<file path="config.mk">
export PLATFORM = sky130hd
export DESIGN_NAME = mem_arbiter
export DESIGN_NICKNAME = d
export VERILOG_FILES = /design/src/rtl/mem_arb_pkg.sv /design/src/rtl/arb_prio_starve.sv /design/src/rtl/mem_arbiter.sv
export SDC_FILE = /design/constraint.sdc
export NUM_CORES = 1
export LEC_CHECK = 0
export BUFFER_PORTS_ARGS = -buffer_cell sky130_fd_sc_hd__buf_2
export CELL_PAD_IN_SITES_DETAIL_PLACEMENT = 1
export CELL_PAD_IN_SITES_GLOBAL_PLACEMENT = 1
export CORE_ASPECT_RATIO = 1.2
export CORE_MARGIN = 3
export CORE_UTILIZATION = 30
export CTS_CLUSTER_SIZE = 14
export DETAILED_ROUTE_END_ITERATION = 12
export HOLD_SLACK_MARGIN = 0.08
export PLACE_DENSITY = 0.68
export RECOVER_POWER = 50
export SETUP_SLACK_MARGIN = 0.5
export SLEW_MARGIN = 20
export SYNTH_ARGS = -nofsm -noshare
export SYNTH_HDL_FRONTEND = slang
export SYNTH_SLANG_ARGS = --single-unit
</file>
<file path="constraint.sdc">
create_clock -name clk_i -period 7.8 [get_ports clk_i]
set_input_delay 1.17 -clock clk_i [delete_from_list [all_inputs] [get_ports clk_i]]
set_output_delay 1.17 -clock clk_i [all_outputs]
set_load 0.1 [all_outputs]
</file>
<file path="src/rtl/mem_arb_pkg.sv">
// Shared types and helpers for the main-memory arbiter: FSM/owner encodings
// and line geometry (beat index width, line offset mask).
package mem_arb_pkg;

  typedef enum logic [1:0] {
    ST_IDLE  = 2'd0,
    ST_BURST = 2'd1,
    ST_DONE  = 2'd2
  } arb_state_e;

  typedef enum logic {
    OWN_IC = 1'b0,
    OWN_DC = 1'b1
  } owner_e;

  localparam int unsigned LINE_WORDS_DEF = 4;
  localparam int unsigned ADDR_W_DEF     = 32;
  localparam int unsigned DATA_W_DEF     = 32;
  localparam int unsigned STARVE_LIM_DEF = 4;

  function automatic int unsigned beat_w(input int unsigned line_words);
    return (line_words < 2) ? 1 : $clog2(line_words);
  endfunction

  // Byte-offset bits of a line: word index plus the 2-bit byte offset.
  function automatic int unsigned line_off_w(input int unsigned line_words);
    return beat_w(line_words) + 2;
  endfunction

  function automatic logic [63:0] line_off_mask(input int unsigned line_words);
    return (64'd1 << line_off_w(line_words)) - 64'd1;
  endfunction

endpackage

</file>
<file path="src/rtl/arb_prio_starve.sv">
// IDLE grant decision (dcache priority) with a starvation counter that
// forces an icache grant after STARVE_LIM dcache wins over a waiting icache.
module arb_prio_starve
  import mem_arb_pkg::*;
#(
  parameter int unsigned STARVE_LIM = STARVE_LIM_DEF
) (
  input  logic clk_i,
  input  logic rst_ni,
  input  logic idle_i,
  input  logic ic_req_i,
  input  logic dc_req_i,
  output logic grant_ic_c_o,
  output logic grant_dc_c_o
);

  localparam int unsigned CNT_W = (STARVE_LIM < 1) ? 1 : $clog2(STARVE_LIM + 1);
  localparam logic [CNT_W-1:0] LIM = CNT_W'(STARVE_LIM);

  logic [CNT_W-1:0] cnt_q, cnt_d;
  logic             dc_win, ic_win;

  always_comb begin
    dc_win = idle_i && dc_req_i && (!ic_req_i || (cnt_q < LIM));
    ic_win = idle_i && ic_req_i && !dc_win;
    cnt_d  = cnt_q;
    if (idle_i) begin
      if (dc_win && ic_req_i) begin
        cnt_d = (cnt_q == LIM) ? cnt_q : cnt_q + CNT_W'(1);
      end else if (ic_win || !ic_req_i) begin
        cnt_d = '0;
      end
    end
  end

  assign grant_dc_c_o = dc_win;
  assign grant_ic_c_o = ic_win;

  always_ff @(posedge clk_i or negedge rst_ni) begin
    if (!rst_ni) begin
      cnt_q <= '0;
    end else begin
      cnt_q <= cnt_d;
    end
  end

endmodule

</file>
<file path="src/rtl/mem_arbiter.sv">
// Shares the single main-memory port between icache refills and dcache
// refills/write-backs, issuing each miss as a LINE_WORDS-beat burst.
module mem_arbiter
  import mem_arb_pkg::*;
#(
  parameter int unsigned LINE_WORDS = LINE_WORDS_DEF,
  parameter int unsigned ADDR_W     = ADDR_W_DEF,
  parameter int unsigned DATA_W     = DATA_W_DEF,
  parameter int unsigned STARVE_LIM = STARVE_LIM_DEF,
  localparam int unsigned BEAT_W    = beat_w(LINE_WORDS)
) (
  input  logic              clk_i,
  input  logic              rst_ni,
  input  logic              ic_req_i,
  input  logic [ADDR_W-1:0] ic_addr_i,
  output logic              ic_rvalid_o,
  output logic              ic_done_o,
  input  logic              dc_req_i,
  input  logic              dc_we_i,
  input  logic [ADDR_W-1:0] dc_addr_i,
  input  logic [DATA_W-1:0] dc_wdata_i,
  output logic              dc_rvalid_o,
  output logic              dc_done_o,
  output logic [DATA_W-1:0] arb_rdata_o,
  output logic [BEAT_W-1:0] arb_beat_o,
  output logic [BEAT_W-1:0] arb_beat_cur_o,
  output logic              mem_req_o,
  output logic              mem_we_o,
  output logic [ADDR_W-1:0] mem_addr_o,
  output logic [DATA_W-1:0] mem_wdata_o,
  input  logic [DATA_W-1:0] mem_rdata_i,
  input  logic              mem_ready_i,
  output logic              busy_o,
  output logic              owner_o
);

  localparam logic [ADDR_W-1:0] OFF_MASK = ADDR_W'(line_off_mask(LINE_WORDS));
  localparam logic [BEAT_W-1:0] LAST     = BEAT_W'(LINE_WORDS - 1);

  arb_state_e        state_q, state_d;
  owner_e            owner_q, owner_d;
  logic              we_q, we_d;
  logic [ADDR_W-1:0] base_q, base_d;
  logic [BEAT_W-1:0] beat_q, beat_d;
  logic [DATA_W-1:0] rdata_q, rdata_d;
  logic [BEAT_W-1:0] rbeat_q, rbeat_d;
  logic              ic_rv_q, ic_rv_d;
  logic              dc_rv_q, dc_rv_d;
  logic              ic_done_q, ic_done_d;
  logic              dc_done_q, dc_done_d;
  logic              mem_req_q, mem_req_d;
  logic              busy_q, busy_d;
  logic [ADDR_W-1:0] addr_q, addr_d;
  logic              grant_ic, grant_dc;

  arb_prio_starve #(
    .STARVE_LIM(STARVE_LIM)
  ) u_prio (
    .clk_i       (clk_i),
    .rst_ni      (rst_ni),
    .idle_i      (state_q == ST_IDLE),
    .ic_req_i    (ic_req_i),
    .dc_req_i    (dc_req_i),
    .grant_ic_c_o(grant_ic),
    .grant_dc_c_o(grant_dc)
  );

  // Next state plus next values of every registered output.
  always_comb begin
    state_d = state_q;
    owner_d = owner_q;
    we_d    = we_q;
    base_d  = base_q;
    beat_d  = beat_q;
    rdata_d = rdata_q;
    rbeat_d = rbeat_q;
    ic_rv_d = 1'b0;
    dc_rv_d = 1'b0;

    case (state_q)
      ST_IDLE: begin
        if (grant_dc) begin
          owner_d = OWN_DC;
          we_d    = dc_we_i;
          base_d  = dc_addr_i & ~OFF_MASK;
          beat_d  = '0;
          state_d = ST_BURST;
        end else if (grant_ic) begin
          owner_d = OWN_IC;
          we_d    = 1'b0;
          base_d  = ic_addr_i & ~OFF_MASK;
          beat_d  = '0;
          state_d = ST_BURST;
        end
      end
      ST_BURST: begin
        if (mem_ready_i) begin
          beat_d = beat_q + BEAT_W'(1);
          if (!we_q) begin
            rdata_d = mem_rdata_i;
            rbeat_d = beat_q;
            ic_rv_d = (owner_q == OWN_IC);
            dc_rv_d = (owner_q == OWN_DC);
          end
          if (beat_q == LAST) begin
            state_d = ST_DONE;
          end
        end
      end
      ST_DONE: begin
        state_d = ST_IDLE;
      end
      default: begin
        state_d = ST_IDLE;
      end
    endcase

    mem_req_d = (state_d == ST_BURST);
    busy_d    = (state_d != ST_IDLE);
    ic_done_d = (state_d == ST_DONE) && (owner_d == OWN_IC);
    dc_done_d = (state_d == ST_DONE) && (owner_d == OWN_DC);
    addr_d    = base_d + ADDR_W'({beat_d, 2'b00});
  end

  always_ff @(posedge clk_i or negedge rst_ni) begin
    if (!rst_ni) begin
      state_q   <= ST_IDLE;
      owner_q   <= OWN_IC;
      we_q      <= 1'b0;
      base_q    <= '0;
      beat_q    <= '0;
      rdata_q   <= '0;
      rbeat_q   <= '0;
      ic_rv_q   <= 1'b0;
      dc_rv_q   <= 1'b0;
      ic_done_q <= 1'b0;
      dc_done_q <= 1'b0;
      mem_req_q <= 1'b0;
      busy_q    <= 1'b0;
      addr_q    <= '0;
    end else begin
      state_q   <= state_d;
      owner_q   <= owner_d;
      we_q      <= we_d;
      base_q    <= base_d;
      beat_q    <= beat_d;
      rdata_q   <= rdata_d;
      rbeat_q   <= rbeat_d;
      ic_rv_q   <= ic_rv_d;
      dc_rv_q   <= dc_rv_d;
      ic_done_q <= ic_done_d;
      dc_done_q <= dc_done_d;
      mem_req_q <= mem_req_d;
      busy_q    <= busy_d;
      addr_q    <= addr_d;
    end
  end

  assign ic_rvalid_o    = ic_rv_q;
  assign dc_rvalid_o    = dc_rv_q;
  assign ic_done_o      = ic_done_q;
  assign dc_done_o      = dc_done_q;
  assign arb_rdata_o    = rdata_q;
  assign arb_beat_o     = rbeat_q;
  assign arb_beat_cur_o = beat_q;
  assign mem_req_o      = mem_req_q;
  assign mem_we_o       = we_q;
  assign mem_addr_o     = addr_q;
  // Write data is steered straight from the dcache, which indexes by beat.
  assign mem_wdata_o    = dc_wdata_i;
  assign busy_o         = busy_q;
  assign owner_o        = owner_q;

endmodule

</file>
==> results.toml, run 1 <==
[outcome]
status = "finished, violations left"
violations = "max-capacitance violations, max-slew violations"

[critical_path]
rrSetupSlack_ns = 3.93
cp.required_ns = 8.06
crit_type = "input port to flip-flop"
startpoint_type = "input port"
r2r_cells = 12
arrival_ns = 5.19
crit_family = "simple AND/OR/NAND/NOR gates"
path_buf_inv = 2
crit_path_max_fanout = 16
path_cells = "clkbuf_1 > or2_0 > clkbuf_1 > nand2_1 > and2_0 > ha_1 > a21oi_1 > a2111oi_0 > nand4b_1 > or4_4 > nor4_4 > xnor2_1"
slowest_stage = "nand2_1"
slowest_delay_ns = 0.67
r2r_start = "state_q[1]"
r2r-end = "mem_addr_o[28]"
endpoint_kind = "flip-flop"
crit_top_cell = "clkbuf_1"

[layout]
syn_to_final_growth_pct = 20.2
nets = 671
diodes = 0
fillers = 1802
drive_gt1_share_pct = 32.3
stdcell_area_sq_um = 5850

[place]
gp_congestion = 0.781
dpl.hpwl_mm = 9.73
dpl_worst_slack_ns = 3.13
port_buffers = 167
place_area_sq_um = 5660

[synth]
ys_top_cells_by_area = "dfrtp_1, mux2_2, buf_4"
ys_seq_elements = 109
yosysTopAreaCellShare_pct = 56.0
syn_area_sq_um = 4870
synthTopCellsByCount = "dfrtp_1, buf_4, mux2_2"
synth.most_common_cell = "dfrtp_1"
ys_warn_count = 0
synth_top_cell_by_area = "dfrtp_1"
async_reset_ff_share_pct = 100
ys_seq_area_share_pct = 56.0
synthCells = 398
syn_avg_cell_area_sq_um = 12.2
yosys.cell_types.count = 50
synth_ff_type = "dfrtp_1"
synth_edf_count = 0

[min_path]
min_path_cells = 1
holdPathEnd = "ic_rvalid_o"
worstHoldStart = "owner_o"
hp-class = "flip-flop to flip-flop"

[clock_network]
clockRootBuffer = "clkbuf_16"
cts_buffer_depth = 2
cts_resized = 0
clkLatencyLatePin_ns = 0.34
h-tree-depth = 3
hold_buffers = 0
clk_pin_slew_ns = 0.07
clock_sinks = 109
cts_tree = "built"
post_cts_buffers = 0
numCtsBuffers = 9

[global_routing]
grt_pass1_wl_mm = 20.0
grt_pass1_vias = 3840
grt.overflow.total = 0
antenna_found_initial = 0
grt_use_total_pct = 14.4
grt_max_degree = 69

[run]
drv_cap = 2

[sta]
drv_slew = 79
finalCritPeriodShare_pct = 63.1
setup_ws_ns = 2.88
fin_crit_ns = 4.92
rsz0062_at_grt = "no"
finalSetupViolCount = 0
relSlewSlack_pct = -77.8
tns_ns = 0
worst_slew_pin_slew_ns = 2.66
hold_slack_ns = 0.482
clock.fmax_ghz = 0.203
hold_violations = 0
skew_ns = 0.0126

[die]
die_h_um = 146
rows = 50
ios = 242
dieArea_sq_um = 17800
coreArea_sq_um = 15800
initial_core_util_pct = 30.9
die_w_um = 122

[route]
vias = 3529
wl_per_cell_um = 17.4
drt-total-wl_mm = 13.0
dr.pass1.iters = 4
drtIter0Drc = 142
vias_per_cell = 4.74
antenna_left = 0
drc = 0
[metal layers]
metal  vias to the layer above  global-route usage, %  part of all wire (%)
met5                         -                      0                     0
met4                         0                   3.47                   1.1
met3                        13                   3.54                   7.6
met2                       140                   25.7                    51
met1                      1763                   17.2                    40
li1                       1613                      -                     -
[logic make-up after synthesis]
logic type	after synthesis	share of synthesized area, %
xor+xnor	29	5.22
buf+inv	75	8.92
other cells	1	0.0770
mux	35	8.10
fa+ha+maj	6	1.70
flops	109	56.0
simple gates	90	10.9
compound gates	53	9.07
[area by class of cell]
class,instances,area [sq um],area share (%)
clock buffer,11,243,4.15
clock inverter,5,42.5,0.727
inverter,26,97.6,1.67
multi-input combinational,215,1710,29.2
sequential,109,2730,46.6
tap,208,260,4.45
timing repair buffer,170,773,13.2
[flip-flops by register name, summed over array words and instances (netlist names)]
register	flops
state_q	2
mem_addr_o	30
ic_done_o	1
owner_o	1
busy_o	1
mem_we_o	1
arb_rdata_o	32
dc_rvalid_o	1
mem_req_o	1
base_q	30
arb_beat_o	2
arb_beat_cur_o	2
u_prio.cnt_q	3
dc_done_o	1
ic_rvalid_o	1
[through the flow]
stage / util [%] / cells
after floorplan: - / 399
final: 37.1 / 744
after global routing: 37.1 / 744
after global placement: 35.9 / 728
after detailed placement: 35.9 / 728
after CTS: 37.7 / 744
[worst max path at each step]
stage / endpoint / cells after the start / slack, ns / start
floorplan: mem_addr_o[28] / 13 / 3.93 / ic_req_i
detailed placement: mem_addr_o[28] / 13 / 3.13 / ic_req_i
global placement: mem_addr_o[28] / 13 / 3.18 / ic_req_i
CTS: mem_addr_o[28] / 13 / 3.47 / ic_req_i
global route: mem_addr_o[31] / 12 / 2.56 / dc_req_i
finish: mem_addr_o[31] / 12 / 2.88 / dc_req_i
[cell usage in the layout (no fill, tap or decap), types with 6 or more instances in the layout]
cell type / netlist / final
dfrtp_1: 109 / 109
clkbuf_16: 0 / 9
nand3_1: 9 / 9
nor2_1: 20 / 20
nand2_1: 17 / 18
clkbuf_1: 7 / 67
xnor2_1: 22 / 22
mux2_2: 35 / 35
a222oi_1: 8 / 8
o221a_2: 7 / 7
a21o_1: 13 / 13
buf_2: 5 / 102
inv_1: 26 / 26
o221ai_1: 6 / 6
xor2_1: 7 / 7
Power of run 1 is not shown: default switching activity piles up to over one toggle a cycle in this logic, so the estimate is an artifact.
==> run 2: changes to the inputs <==
==> constraint.sdc (replaced) <==
create_clock -name clk_i -period 4.8 [get_ports clk_i]
set_input_delay 0.72 -clock clk_i [delete_from_list [all_inputs] [get_ports clk_i]]
set_output_delay 0.72 -clock clk_i [all_outputs]
set_load 0.1 [all_outputs]
==> run 2 against run 1 <==
Effect of this change:
- the flow still finishes with violations (max-capacitance violations, max-slew violations)
- non-clock buffer count up 5
- final area rose by 2.2%
- global-route usage grew 0.38 points
- clock-buffer cell count fell by 1
- via count grew 0.54%
- routed wire length is 2.0% higher
- hold slack lost 0.085 ns
- critical path type unchanged
- highest routed layer unchanged
==> results.toml, run 2 (synthesis gave the netlist of run 1 again) <==
[sta]
drv_slew = 32
rsz0062_at_grt = "no"
hold_slack_ns = 0.397
finalSetupViolCount = 0
finalCritPeriodShare_pct = 83.8
clock.fmax_ghz = 0.249
worst_slew_pin_slew_ns = 1.74
relSlewSlack_pct = -16.0
hold_violations = 0
skew_ns = 0.00984
fin_crit_ns = 4.02
tns_ns = 0

[layout]
layout_commonest_cell = "buf_2"
nets = 676
largest_reg_flops = 32
fillers = 1774
syn_to_final_growth_pct = 22.8
layout_common_cells = "buf_2, dfrtp_1, mux2_2"
drive_gt1_share_pct = 43.1
instances_no_fill = 749
diodes = 0

[die]
rows = 50
coreArea_sq_um = 15800
die_w_um = 122
initial_core_util_pct = 30.9
die_h_um = 146
dieArea_sq_um = 17800
ios = 242

[route]
antenna_left = 0
drc = 0
wl_per_cell_um = 17.7
vias = 3548
vias_per_cell = 4.74
drt-total-wl_mm = 13.2
drtIter0Drc = 160
dr.pass1.iters = 5

[outcome]
status = "finished, violations left"
violations = "max-capacitance violations, max-slew violations"

[global_routing]
antenna_found_initial = 0
grt_pass1_vias = 3895
grt.overflow.total = 0
grt_use_total_pct = 14.8
grt_pass1_wl_mm = 20.4
grt_max_degree = 80

[clock_network]
cts_buffer_depth = 2
h-tree-depth = 3
cts_tree = "built"
hold_buffers = 0
post_cts_buffers = 0
numCtsBuffers = 9
clockRootBuffer = "clkbuf_16"
clk_pin_slew_ns = 0.08
cts_resized = 0
clkLatencyLatePin_ns = 0.35
clock_sinks = 109

[critical_path]
arrival_ns = 4.25
cp.required_ns = 5.03
crit_type = "input port to flip-flop"
startpoint_type = "input port"
endpoint_kind = "flip-flop"
crit_path_max_fanout = 17

[place]
port_buffers = 167
dpl.hpwl_mm = 9.92
dp_cells = 733
gp_congestion = 0.776

[run]
drv_cap = 1

[min_path]
hp-class = "input port to asynchronous set/reset pin"
[run 2: cell types whose count changed in the layout (fill, tap and decap cells not counted), sizes merged]
| cell | change |
|---|---|
| clkinvlp | -3 |
| buf | +58 |
| clkinv | +3 |
| inv | +1 |
| clkbuf | -54 |
[run 2: cell type report]
class,instances,area [sq um],share of cell area [%]
Multi-Input combinational cell,215,1710,28.7
Sequential cell,109,2730,45.6
Clock buffer,10,239,4.00
Inverter,26,97.6,1.63
Tap cell,208,260,4.35
Clock inverter,6,55.1,0.921
Timing Repair Buffer,175,883,14.8
[run 2: per-stage QoR]
stage / worst slack [ns] / area (sq um) / utilization, %
after floorplan: 1.28 / 4870 / -
after global placement: 0.834 / 5700 / 36.2
after detailed placement: 0.683 / 5700 / 36.2
after CTS: 1.07 / 5990 / 38.0
after global routing: 0.493 / 5980 / 37.9
final: 0.777 / 5980 / 37.9
[run 2: path summary, 6_finish.rpt]
kind	start	to	slack (ns)	depth (start not counted)
max in group asynchronous	rst_ni	mem_addr_o[20]	2.33	2
min in group clk_i	owner_o	ic_rvalid_o	0.49	1
setup / recovery	ic_req_i	mem_addr_o[31]	0.78	12
hold reg to reg	owner_o	ic_rvalid_o	0.49	1
hold / removal	rst_ni	arb_rdata_o[11]	0.40	1
setup reg to reg	state_q[0]	mem_addr_o[31]	1.31	8
[run 2: worst max-delay path, stage by stage]
cell       delay (ns)
buf_2            0.12
or2_0            0.90
o21bai_1         0.27
a22oi_1          0.33
inv_1            0.10
ha_1             0.29
a21oi_1          0.09
a2111oi_0        0.38
nand4b_1         0.15
or4_4            0.54
nor4_4           0.26
xnor2_1          0.09
[run 2: metal layers]
metal | track usage [%] | part of all wire, % | vias up
li1 | - | - | 1626
met4 | 5.32 | 1.6 | 0
met1 | 17.2 | 40 | 1770
met5 | 0 | 0 | -
met3 | 3.15 | 7.3 | 16
met2 | 26.4 | 51 | 136
Power of run 2 is left out for the same reason.
==> run 3: changes to the inputs <==
==> constraint.sdc (replaced) <==
create_clock -name clk_i -period 3.9 [get_ports clk_i]
set_input_delay 0.585 -clock clk_i [delete_from_list [all_inputs] [get_ports clk_i]]
set_output_delay 0.585 -clock clk_i [all_outputs]
set_load 0.1 [all_outputs]
==> run 3 against run 2 <==
Effect of this change:
- the flow finishes with violations (max-capacitance violations)
- core utilization rose by 0.14 points
- non-clock buffer count is 4 higher
- clock-buffer cell count down 1
- critical path depth is the same
==> results.toml, run 3 (synthesis gave the netlist of run 1 again) <==
[outcome]
violations = "max-capacitance violations"
status = "finished, violations left"

[global_routing]
antenna_found_initial = 0
grt_max_degree = 61
grt_use_total_pct = 14.7
grt.overflow.total = 0
grt_pass1_wl_mm = 20.4
grt_pass1_vias = 3871

[sta]
rsz0062_at_grt = "no"
finalCritPeriodShare_pct = 83.3
finalSetupViolCount = 0
drv_slew = 0
hold_violations = 0
skew_ns = 0.00409
setup_ws_ns = 0.650
worst_slew_pin_slew_ns = 1.50
hold_slack_ns = 0.465
clock.fmax_ghz = 0.308
tns_ns = 0
fin_crit_ns = 3.25
relSlewSlack_pct = 0.103

[layout]
multiInputGateArea_sq_um = 1720
layout_common_cells = "buf_2, dfrtp_1, mux2_2"
regArea_sq_um = 2730
syn_to_final_growth_pct = 23.3
nets = 680
stdcell_area_sq_um = 6000
diodes = 0
layout_commonest_cell = "buf_2"
fillers = 1787
largest_reg_flops = 32
drive_gt1_share_pct = 44.2

[clock_network]
clk_pin_slew_ns = 0.07
cts_tree = "built"
post_cts_buffers = 0
cts_buffer_depth = 2
h-tree-depth = 3
numCtsBuffers = 9
clockRootBuffer = "clkbuf_16"
hold_buffers = 0
clkLatencyLatePin_ns = 0.35
clock_sinks = 109

[die]
die_h_um = 146
die_w_um = 122
coreArea_sq_um = 15800
ios = 242
rows = 50
initial_core_util_pct = 30.9
dieArea_sq_um = 17800

[place]
gp_congestion = 0.786
port_buffers = 167
dpl_worst_slack_ns = 0.390
place_area_sq_um = 5730
dpl.hpwl_mm = 10.0

[critical_path]
crit_path_max_fanout = 7
startpoint_type = "flip-flop"
crit_type = "flip-flop to flip-flop"
endpoint_kind = "flip-flop"
arrival_ns = 3.53
cp.required_ns = 4.18

[route]
wl_per_cell_um = 17.3
drtIter0Drc = 157
vias = 3568
drc = 0
vias_per_cell = 4.74
antenna_left = 0
drt-total-wl_mm = 13.0
dr.pass1.iters = 5

[min_path]
hp-class = "input port to flip-flop"

[run]
drv_cap = 1
==> run 3: final timing paths <==
path	start	end	slack (ns)	depth (start not counted)
worst max-delay path	arb_beat_cur_o[0]	mem_addr_o[31]	0.65	12
worst min-delay path	mem_rdata_i[23]	arb_rdata_o[23]	0.46	2
worst max register to register	arb_beat_cur_o[0]	mem_addr_o[31]	0.65	12
worst min register to register	owner_o	ic_rvalid_o	0.48	1
max in group asynchronous	rst_ni	mem_addr_o[20]	1.34	2
min in group asynchronous	rst_ni	arb_rdata_o[20]	0.59	1
==> run 3: final cells by class <==
| type | instances | area share [%] |
|---|---|---|
| timing repair buffer | 179 | 15.1 |
| clock inverter | 7 | 1.04 |
| inverter | 26 | 1.63 |
| clock buffer | 9 | 3.75 |
| sequential | 109 | 45.5 |
| tap | 208 | 4.34 |
| multi-input combinational | 215 | 28.7 |
==> run 3: repair_timing <==
item / CTS / global route
resized for setup: 0 / 5
endpoints found under the setup margin: 0 / 4
hold endpoints to repair: 0 / 0
==> run 3: metrics by stage <==
step / std cells / utilization [%]
after floorplan: 399 / -
after global placement: 737 / 36.4
after detailed placement: 737 / 36.4
after CTS: 753 / 38.2
after global routing: 753 / 38.1
final: 753 / 38.1
==> run 3: metal layers <==
metal	track usage [%]	up-vias	part of all wire, %
met5	0	-	0
met4	5.55	0	1.8
met3	2.53	29	6.7
met2	26.1	137	51
met1	17.6	1773	41
li1	-	1629	-
==> run 3: critical path: stages (launching register included) <==
cell and delay (ns):
dfrtp_1 0.46, ha_1 0.32, nand2_1 0.07, o22ai_1 0.08
a22oi_1 0.33, inv_1 0.10, ha_1 0.29, a21oi_1 0.09
a2111oi_1 0.33, nand4b_1 0.15, or4_4 0.54, nor4_4 0.26
xnor2_1 0.14
Power of run 3 is left out for the same reason.
